==> src/rtl/dct_mac_sequencer_if.sv <==
// -----------------------------------------------------------------------------
// dct_mac_sequencer_if
// Bundles every non-clock/reset signal of the DCT MAC sequencer.
//   clr               flush of the current pass (environment -> sequencer)
//   inValid/inReady   operand-pair stream; inA = sample, inB = coefficient,
//   inA/inB           both 11-bit sign-magnitude (bit 10 = sign)
//   mulA/mulB         registered operands to the shared multiplier
//   mulR/mulSign      multiplier magnitude (20 bit) and sign, combinational
//   outValid/outReady result stream; outData is the two's-complement dot product
//   busy              a pass is in flight (first accept .. result handshake)
// Modport slave is the sequencer's view, master is the surrounding datapath.
// -----------------------------------------------------------------------------
interface dct_mac_sequencer_if #(
  parameter int ACC_W = 24
);
  logic             clr;
  logic             inValid;
  logic             inReady;
  logic [10:0]      inA;
  logic [10:0]      inB;
  logic [10:0]      mulA;
  logic [10:0]      mulB;
  logic [19:0]      mulR;
  logic             mulSign;
  logic             outValid;
  logic             outReady;
  logic [ACC_W-1:0] outData;
  logic             busy;

  modport slave (
    input  clr, inValid, inA, inB, mulR, mulSign, outReady,
    output inReady, mulA, mulB, outValid, outData, busy
  );

  modport master (
    output clr, inValid, inA, inB, mulR, mulSign, outReady,
    input  inReady, mulA, mulB, outValid, outData, busy
  );
endinterface

==> src/rtl/dct_mac_sequencer.sv <==
// -----------------------------------------------------------------------------
// dct_mac_sequencer
// Drives a shared 11-bit sign-magnitude multiplier through an N_TERMS-long dot
// product (one DCT coefficient per pass) and accumulates the signed products in
// two's complement.
// Ports:
//   clk   system clock, all state on the rising edge
//   rst   synchronous active-high reset (wins over bus.clr)
//   bus   dct_mac_sequencer_if.slave: operand stream in, multiplier operand/
//         result port, result stream out, busy flag, clr flush
// Pipeline: a pair accepted at edge t sits in mulA/mulB during the next cycle,
// and its product is added to the accumulator at edge t+1.
// -----------------------------------------------------------------------------
module dct_mac_sequencer #(
  parameter int N_TERMS = 8,
  parameter int ACC_W   = 24
) (
  input logic                  clk,
  input logic                  rst,
  dct_mac_sequencer_if.slave   bus
);

  localparam int CNT_W = (N_TERMS > 1) ? $clog2(N_TERMS) : 1;
  localparam logic [CNT_W-1:0] LAST_CNT = CNT_W'(N_TERMS - 1);

  localparam logic [1:0] RUN   = 2'd0;
  localparam logic [1:0] DRAIN = 2'd1;
  localparam logic [1:0] OUT   = 2'd2;

  logic [1:0]              stateReg;
  logic [CNT_W-1:0]        cntReg;
  logic signed [ACC_W-1:0] accReg;
  logic signed [ACC_W-1:0] accNext;
  logic signed [ACC_W-1:0] magExt;
  logic signed [ACC_W-1:0] prodExt;
  logic                    pValidReg;
  logic [10:0]             mulAReg;
  logic [10:0]             mulBReg;
  logic                    outValidReg;
  logic [ACC_W-1:0]        outDataReg;
  logic                    busyReg;
  logic                    accept;

  assign accept = bus.inValid && (stateReg == RUN);

  // Negating a zero magnitude yields zero, so "negative zero" needs no
  // special case.
  always_comb begin
    magExt  = {{(ACC_W-20){1'b0}}, bus.mulR};
    prodExt = bus.mulSign ? -magExt : magExt;
    accNext = accReg;
    if (pValidReg) begin
      accNext = accReg + prodExt;
    end
  end

  always_ff @(posedge clk) begin
    if (rst || bus.clr) begin
      stateReg    <= RUN;
      cntReg      <= '0;
      accReg      <= '0;
      pValidReg   <= 1'b0;
      mulAReg     <= '0;
      mulBReg     <= '0;
      outValidReg <= 1'b0;
      outDataReg  <= '0;
      busyReg     <= 1'b0;
    end else begin
      accReg    <= accNext;
      pValidReg <= accept;
      if (accept) begin
        mulAReg <= bus.inA;
        mulBReg <= bus.inB;
        busyReg <= 1'b1;
      end

      case (stateReg)
        RUN: begin
          if (accept) begin
            if (cntReg == LAST_CNT) begin
              cntReg   <= '0;
              stateReg <= DRAIN;
            end else begin
              cntReg <= cntReg + CNT_W'(1);
            end
          end
        end
        DRAIN: begin
          // The last product lands in accNext this edge; publish it directly.
          stateReg    <= OUT;
          outValidReg <= 1'b1;
          outDataReg  <= accNext;
        end
        OUT: begin
          if (bus.outReady) begin
            outValidReg <= 1'b0;
            accReg      <= '0;
            busyReg     <= 1'b0;
            stateReg    <= RUN;
          end
        end
        default: begin
          stateReg <= RUN;
        end
      endcase
    end
  end

  assign bus.inReady  = (stateReg == RUN);
  assign bus.mulA     = mulAReg;
  assign bus.mulB     = mulBReg;
  assign bus.outValid = outValidReg;
  assign bus.outData  = outDataReg;
  assign bus.busy     = busyReg;

endmodule

==> src/flat_wrapper.sv <==
// flat-port wrapper written by rule: the top's interface ports become plain ports
module dct_mac_sequencer_flat 
#(
  parameter int N_TERMS = 8,
  parameter int ACC_W   = 24
)
  (clk, rst, bus_clr, bus_inValid, bus_inA, bus_inB, bus_mulR, bus_mulSign, bus_outReady, bus_inReady, bus_mulA, bus_mulB, bus_outValid, bus_outData, bus_busy);
  dct_mac_sequencer_if #(.ACC_W(ACC_W)) bus_i ();
  input logic clk;
  input logic rst;
  input wire logic [$bits(bus_i.clr)-1:0] bus_clr;
  input wire logic [$bits(bus_i.inValid)-1:0] bus_inValid;
  input wire logic [$bits(bus_i.inA)-1:0] bus_inA;
  input wire logic [$bits(bus_i.inB)-1:0] bus_inB;
  input wire logic [$bits(bus_i.mulR)-1:0] bus_mulR;
  input wire logic [$bits(bus_i.mulSign)-1:0] bus_mulSign;
  input wire logic [$bits(bus_i.outReady)-1:0] bus_outReady;
  output wire logic [$bits(bus_i.inReady)-1:0] bus_inReady;
  output wire logic [$bits(bus_i.mulA)-1:0] bus_mulA;
  output wire logic [$bits(bus_i.mulB)-1:0] bus_mulB;
  output wire logic [$bits(bus_i.outValid)-1:0] bus_outValid;
  output wire logic [$bits(bus_i.outData)-1:0] bus_outData;
  output wire logic [$bits(bus_i.busy)-1:0] bus_busy;
  assign bus_i.clr = bus_clr;
  assign bus_i.inValid = bus_inValid;
  assign bus_i.inA = bus_inA;
  assign bus_i.inB = bus_inB;
  assign bus_i.mulR = bus_mulR;
  assign bus_i.mulSign = bus_mulSign;
  assign bus_i.outReady = bus_outReady;
  assign bus_inReady = bus_i.inReady;
  assign bus_mulA = bus_i.mulA;
  assign bus_mulB = bus_i.mulB;
  assign bus_outValid = bus_i.outValid;
  assign bus_outData = bus_i.outData;
  assign bus_busy = bus_i.busy;
  dct_mac_sequencer #(.N_TERMS(N_TERMS), .ACC_W(ACC_W)) u_core (.clk(clk), .rst(rst), .bus(bus_i));
endmodule
==> config.mk <==
export PLATFORM = sky130hd
export DESIGN_NAME = dct_mac_sequencer_flat
export DESIGN_NICKNAME = d
export VERILOG_FILES = /design/src/rtl/dct_mac_sequencer_if.sv /design/src/rtl/dct_mac_sequencer.sv /design/src/flat_wrapper.sv
export SDC_FILE = /design/constraint.sdc
export NUM_CORES = 1
export LEC_CHECK = 0
export BUFFER_PORTS_ARGS = -buffer_cell sky130_fd_sc_hd__buf_2
export CAP_MARGIN = 20
export CORE_MARGIN = 8
export CORE_UTILIZATION = 57
export CTS_BUF_LIST = sky130_fd_sc_hd__clkbuf_2 sky130_fd_sc_hd__clkbuf_4 sky130_fd_sc_hd__clkbuf_8
export DETAILED_ROUTE_END_ITERATION = 10
export PLACE_DENSITY = 0.95
export SLEW_MARGIN = 15
export SYNTH_ARGS = -nofsm -noshare
export SYNTH_HDL_FRONTEND = slang
export SYNTH_SLANG_ARGS = --single-unit
==> constraint.sdc <==
create_clock -name clk -period 5.7 [get_ports clk]
set_input_delay 0.57 -clock clk [delete_from_list [all_inputs] [get_ports clk]]
set_output_delay 0.57 -clock clk [all_outputs]
set_load 0.05 [all_outputs]
# Word-level counts from Yosys, hierarchy flattened
# Cells that the tools add are included.
# Widths: inputs -> output; s select.
[classes]
shift = 0
bitwise_logic = 0
add_sub_neg = 3
eq_ne = 6
n_mul = 0
mux = 14
div = 0
order_cmp = 0
reduce_logical = 7
[ops]
columns = ["operator", "n"]
rows = [
  ["$mux 24", 4],
  ["$add 24x24->24", 1],
  ["$neg 20->24", 1],
  ["$mux 2", 3],
  ["$pmux 2 s3", 1],
  ["$mux 1", 4],
  ["$ne 2x1->1 const B", 2],
  ["$reduce_and 2->1", 2],
  ["$add 3x1->3 const B", 1],
  ["$eq 3x3->1 const B", 1],
  ["$mux 3", 1],
  ["$reduce_and 3->1", 1],
  ["$eq 2x1->1 const B", 1],
  ["$eq 2x2->1 const B", 1],
  ["$logic_not 2->1", 1],
  ["$ne 2x2->1 const B", 1],
  ["$pmux 1 s2", 1],
  ["$reduce_bool 2->1", 1],
  ["$logic_and 1x1->1", 1],
  ["$logic_or 1x1->1", 1],
]
[word_totals]
mem_count = 0
in_bits = 48
word_cells = 39
romBits = 0
register_bits = 78
ramBits = 0
latch_bits = 0

# Logic depth before layout (Yosys ltp)
# Gate-level depths: netlist of run 1.
[logic_depth]
ltp_word = 6
ltp_mapped = 16
depth_no_buf = 15

# Worst setup path before layout of run 1
# No wires, ideal clock.
[synth_path]
path_type = "input to register"
from = "input bus_mulR[4]"
to = "register u_core.accReg[23]"
required_time_ns = 5.629
path_slack_ns = 1.371
stages = 15
setup_ns = 0.071
arrival_ns = 4.258
cell_sequence = "or3_1 > or3b_2 > or2_1 > or4_1 > o21ai_0 > xnor2_1 > ha_1 > clkbuf_1 > a21oi_1 > o21ai_0 > o31ai_1 > a211oi_1 > xor2_1 > or3_1 > a21oi_1"
[synth_via]
elab_chain_cells = 6
[synth_lines]
columns = ["item", "line", "text"]
rows = [
  ["start, declared", "flat_wrapper.sv:15", "input wire logic [$bits(bus_i.mulR)-1:0] bus_mulR;"],
  ["$neg 20->24", "dct_mac_sequencer.sv:50", "prodExt = bus.mulSign ? -magExt : magExt;"],
  ["$mux 24 (*)", "dct_mac_sequencer.sv:50", ""],
  ["$add 24x24->24 (*)", "dct_mac_sequencer.sv:53", "accNext = accReg + prodExt;"],
  ["$mux 24 (*)", "dct_mac_sequencer.sv:52", "if (pValidReg) begin"],
  ["$mux 24", "dct_mac_sequencer.sv:95", "if (bus.outReady) begin"],
  ["$mux 24 (*)", "dct_mac_sequencer.sv:77", "case (stateReg)"],
  ["end signal, assigned", "dct_mac_sequencer.sv:69", "accReg <= accNext;"],
  ["end, declared", "dct_mac_sequencer.sv:32", "logic signed [ACC_W-1:0] accReg;"],
]
# Every way passes the cells marked *; elsewhere a longest branch is shown, timed or not.
# A chain may end at the register's enable or synchronous reset.

# Worst setup path in the final report of run 1
# Ends and elaborated chain as after synthesis.

==> flow_summary.ini, run 1 <==
[placement]
dp.cells = 726
hpwl_um = 9420
portBuffers = 96
globalplace.congestion = 0.917

[route]
via_per_inst = 5.87
wirelength_um = 12600
drt-initial-drc-count = 222
vias = 4357
drc = 0
post_drt_wl_per_cell_um = 16.9
drtAntennaViolNets = 0
drt_pass1_iterations = 5

[global_route]
grt_max_degree = 46
grt_pass1_vias = 4597
grt_pass1_wl_um = 21300
groute.usage.overall_pct = 23.3
grt.overflow.total = 0
antenna_found_initial = 0

[power_and_ir_drop]
total_power_mw = 1.22
ir_drop_uv = 186
clockPowerShare_pct = 36.9
combinationalPowerShare_pct = 17.4
power_density_mw_per_mm2 = 236
switchingPower_mw = 0.368
power_frac_seq_pct = 45.7
p_int_mw = 0.853
leakage_nw = 2.27
switching_share_pct = 30.2

[finish]
multi_input_area_mm2 = 0.00272
finish.utilization_pct = 67.7
mostFrequentLayoutCells = 96 x buf_2, 82 x nand2_1, 78 x dfxtp_1
fillerInstances = 610
fin_nets = 713
final_common_cell = buf_2
diodes = 0
syn_to_final_growth_pct = 16.9
drive_gt1_share_pct = 19.8
seq_area_mm2 = 0.00156
stdcell_count = 742

[setup_path]
critPathLaunch = bus_mulR[4]
reg2reg_from = u_core.accReg[0]$_SDFF_PP0_
start_kind = primary input
crit_fanout = 8
critPathMaxStageDelay_ns = 0.49
cp_cell_sequence = buf_2 > or3_1 > or3b_2 > or2_1 > or4_1 > o21ai_0 > xnor2_1 > ha_1 > a21oi_1 > o21ai_0 > o31ai_1 > a211oi_1 > xor2_1 > or3_1 > a21oi_1
end_kind = flop
crit_family = simple AND/OR/NAND/NOR gates
cpMaxStageDelayCell = or3b_2
critPathBufInv = 1
crit_required_ns = 5.97
worstPathArrival_ns = 4.78
crit_type = primary input to flop

[cts]
cts_hold_buf = 0
cts.sinks = 78
cts_buffer_depth = 2
clk_latency_ns = 0.37
htreeDepth = 3
cts_resized = 0
cts_root_buf = clkbuf_8
cts_tree = yes
cts_setup_buffers = 0
clk_pin_slew_ns = 0.09
cts_made_buffers = 9

[sta]
finalSetupViolations = 0
slew_headroom_pct = 32.9
tightest_slew_ns = 1.00
period_needed_ns = 4.51
slew_viol_final = 0
fin_worst_skew_ns = 0.0105
rsz0062_at_grt = no
max_freq_ghz = 0.222
finalCritPeriodShare_pct = 79.1
finalHoldViolCount = 0
fin_setup_tns_ns = 0

[die]
num_io_pins = 97
die_area_mm2 = 0.0108
die_h_um = 104
std_cell_rows = 32
core_area_mm2 = 0.00765
die_x_um = 104
initial_core_util_pct = 57.9

[yosys]
synthFlopType = dfxtp_1
synth_cell_type_count = 53
synth_nets = 629
synth-edff-count = 0
syn_inst = 551
netlist_area_mm2 = 0.00443
synth_seq_cells = 78
ys_seq_area_share_pct = 35.3
syn_avg_cell_area_um2 = 8.04
postSynth.asyncResetShare_pct = 0
synth_warnings = 0

[job]
maxCapViolations = 0

[outcome]
status = finished clean

[hold_path]
hold_class = primary input to flop
hold_start = bus_inB[2]
==> worst paths after layout <==
check / to / slack [ns] / cells past startpoint
max: u_core.accReg[23]$_SDFF_PP0_ / 1.19 / 15
min: u_core.bus.mulB[2]$_SDFFE_PP0P_ / 0.43 / 3
min reg2reg: u_core.bus.mulA[8]$_SDFFE_PP0P_ / 0.46 / 2
max reg2reg: u_core.bus.outData[22]$_SDFFE_PP0P_ / 2.64 / 10
==> cells by family after synthesis <==
family	after synthesis	share of synthesized area, %
mux	16	3.67
fa+ha+maj	30	8.64
buf+inv	41	3.47
flops	78	35.3
xor+xnor	33	6.53
compound gates	167	23.0
simple gates	186	19.4
==> cells in the mapped netlist (all sizes together) (6+ instances only) <==
cell    number  share of area, %
nand2b       6              0.85
dfxtp       78                35
o21ai       34               4.1
a211oi      13               2.3
a21o         6               1.0
nor3         9               1.1
o21bai       7               1.2
nand3        6              0.68
nand2       82               6.9
mux2i       14               3.2
ha          29               8.2
o31ai        9               1.5
inv         15               1.3
or3         10               1.5
xnor2       29               5.7
clkbuf      23               1.9
and3         6              0.85
nor2        46               3.9
a21oi       70               7.9
a31oi        6              0.85
==> metrics by stage <==
| step | instance area [µm²] | hold WS, ns | setup WS [ns] |
|---|---|---|---|
| 4_1_cts | 5180 | 0.424 | 1.27 |
| 3_3_place_gp | 4960 | 0.433 | 1.08 |
| 6_report | 5180 | 0.433 | 1.19 |
| 3_5_place_dp | 4960 | 0.444 | 0.904 |
| 2_1_floorplan | 4430 | 0.436 | 1.37 |
| 5_1_grt | 5180 | 0.435 | 0.894 |
==> power by group through the flow <==
stage          clock network [mW]  logic (mW)  registers (mW)
2_1_floorplan                   0       0.130           0.588
3_3_place_gp                    0       0.199           0.570
3_5_place_dp                    0       0.208           0.571
4_1_cts                     0.454       0.209           0.558
5_1_grt                     0.477       0.232           0.560
6_report                    0.451       0.212           0.558
==> state kept, by name, summed over array words and instances (netlist names) <==
name,cells
u_core.cntReg,3
u_core.bus.busy,1
u_core.bus.outValid,1
u_core.pValidReg,1
u_core.stateReg,2
u_core.bus.mulA,11
u_core.bus.outData,24
u_core.bus.mulB,11
u_core.accReg,24
==> worst register-to-register path: cells and delay by family (launching register included) <==
kind,cells,cell delay (ns)
fa+ha+maj,2,0.41
buf+inv,1,0.09
flops,1,0.33
simple gates,1,0.09
compound gates,5,1.71
mux,1,0.37
==> per-layer routing <==
layer	part of all wire (%)	global-route usage, %	routed length, µm
met1	43	26.3	5360
met2	47	39.0	5920
met3	7.2	7.00	905
met4	3.0	11.5	378
met5	0	0	0
==> cell type report <==
class | instances | share of cell area (%)
multi-input cells | 432 | 52.5
flip-flops and latches | 78 | 30.2
repair buffers | 99 | 9.71
clock buffers | 10 | 2.66
well taps | 102 | 2.46
clock inverters | 6 | 1.47
inverters | 15 | 1.09
(Power assumes the default switching activity.)
==> run 2, diff against run 1 <==
- clock period: 5.7 -> 4.4 ns (I/O delays scaled with it)
==> flow_summary.ini, run 2 (synthesis gave the netlist of run 1 again) <==
[die]
core_area_mm2 = 0.00765
die_h_um = 104
initial_core_util_pct = 57.9
num_io_pins = 97
die_x_um = 104
die_area_mm2 = 0.0108
std_cell_rows = 32

[global_route]
groute.usage.overall_pct = 23.5
grt.overflow.total = 0
grt_max_degree = 46
grt_pass1_wl_um = 21600
antenna_found_initial = 0
grt_pass1_vias = 4708

[route]
drc = 0
wirelength_um = 12900
drt_pass1_iterations = 4
drtAntennaViolNets = 0
post_drt_wl_per_cell_um = 16.9
via_per_inst = 5.90
vias = 4499
drt-initial-drc-count = 193

[setup_path]
start_kind = primary input
cpMaxStageDelayCell = or3b_2
critPathMaxStageDelay_ns = 0.49
reg2reg_from = u_core.accReg[0]$_SDFF_PP0_
crit_required_ns = 4.68
cp_cell_sequence = buf_2 > or3_1 > or3b_2 > or2_1 > o41ai_1 > xnor2_1 > ha_1 > a21o_1 > a21oi_1 > or3b_2 > o2111a_1 > a211oi_1 > mux2_2 > a31oi_1
worstPathArrival_ns = 4.41
crit_fanout = 4
end_kind = flop
critPathLaunch = bus_mulR[4]
cpMostUsedCell = or3b_2
crit_type = primary input to flop

[power_and_ir_drop]
switching_share_pct = 28.9
power_frac_seq_pct = 44.1
leakage_nw = 2.37
total_power_mw = 1.64
power_density_mw_per_mm2 = 307
ir_drop_uv = 314
clockPowerShare_pct = 38.3
combinationalPowerShare_pct = 17.6
switchingPower_mw = 0.474
p_int_mw = 1.17

[finish]
syn_to_final_growth_pct = 20.7
final_common_cell = buf_2
finish.utilization_pct = 69.9
diodes = 0
mostFrequentLayoutCells = 96 x buf_2, 82 x nand2_1, 78 x dfxtp_1
fin_area_mm2 = 0.00535
drive_gt1_share_pct = 22.3
fin_nets = 733

[placement]
hpwl_um = 9630
portBuffers = 96
globalplace.congestion = 0.924
dpl_cell_area_mm2 = 0.00511

[sta]
rsz0062_at_grt = no
tightest_slew_ns = 0.877
max_freq_ghz = 0.242
finalCritPeriodShare_pct = 93.8
slew_viol_final = 0
fin_worst_skew_ns = 0.00819
holdWs_ns = 0.313
finalSetupViolations = 0
period_needed_ns = 4.13
fin_setup_tns_ns = 0
slew_headroom_pct = 41.5
finalHoldViolCount = 0

[outcome]
status = finished clean

[cts]
cts_made_buffers = 9
cts.sinks = 78
clk_latency_ns = 0.36
clk_pin_slew_ns = 0.09
htreeDepth = 3
cts_root_buf = clkbuf_8
cts_setup_buffers = 0
cts_buffer_depth = 2
cts_tree = yes

[hold_path]
hold_start = bus_inA[3]
hold_class = primary input to flop

[job]
maxCapViolations = 0
run 2: changes by cell type in the layout (fill, tap and decap cells not counted), sizes merged:
cell and change:
buf +20, bufinv +1, clkinvlp +2, clkinv -1, inv -2
run 2: layout make-up:
cell class	instances	area, µm²
Clock buffer	10	138
Clock inverter	6	92.6
Fill cell	589	2300
Inverter	15	56.3
Multi-Input combinational cell	432	2720
Sequential cell	78	1560
Tap cell	102	128
Timing Repair Buffer	119	653
run 2: what timing repair did:
action                                 4_1_cts  5_1_grt
gates resized for setup                      0        2
setup endpoints to repair                    0        1
endpoints found under the hold margin        0        0
hold buffers                                 0        0
run 2: metrics by stage:
step | instances | setup WS, ns
global placement | 746 | 0.0683
floorplan | 551 | 0.201
detailed placement | 746 | -0.0216
CTS | 762 | 0.312
finish | 762 | 0.274
global route | 762 | 0.0522
run 2: worst paths after layout:
check	endpoint	slack, ns	cells after the start
worst min-delay path	u_core.bus.mulA[3]$_SDFFE_PP0P_	0.31	3
worst max-delay path	u_core.bus.outData[21]$_SDFFE_PP0P_	0.27	14
worst max register to register	u_core.bus.outData[18]$_SDFFE_PP0P_	1.51	12
worst min register to register	u_core.bus.mulB[6]$_SDFFE_PP0P_	0.45	2
run 2: worst max-delay path, delay by kind of cell:
kind / cells / cell delay [ns]
adder cells (fa/ha/maj): 1 / 0.27
XOR/XNOR: 1 / 0.17
AND/OR/NAND/NOR: 4 / 1.65
multiplexers: 1 / 0.40
AO/OA/AOI/OAI: 6 / 1.37
buffers and inverters: 1 / 0.11
run 2: routing by layer:
layer	track usage [%]	part of all wire [%]
met1	27.1	42
met2	40.2	49
met3	7.00	7.6
met4	8.48	1.8
met5	0	0
run 2: power groups by stage:
stage	clock network [mW]	logic (mW)	registers, mW
2_1_floorplan	0	0.168	0.762
3_3_place_gp	0	0.273	0.739
3_5_place_dp	0	0.282	0.740
4_1_cts	0.636	0.285	0.723
5_1_grt	0.663	0.316	0.725
6_report	0.629	0.290	0.723
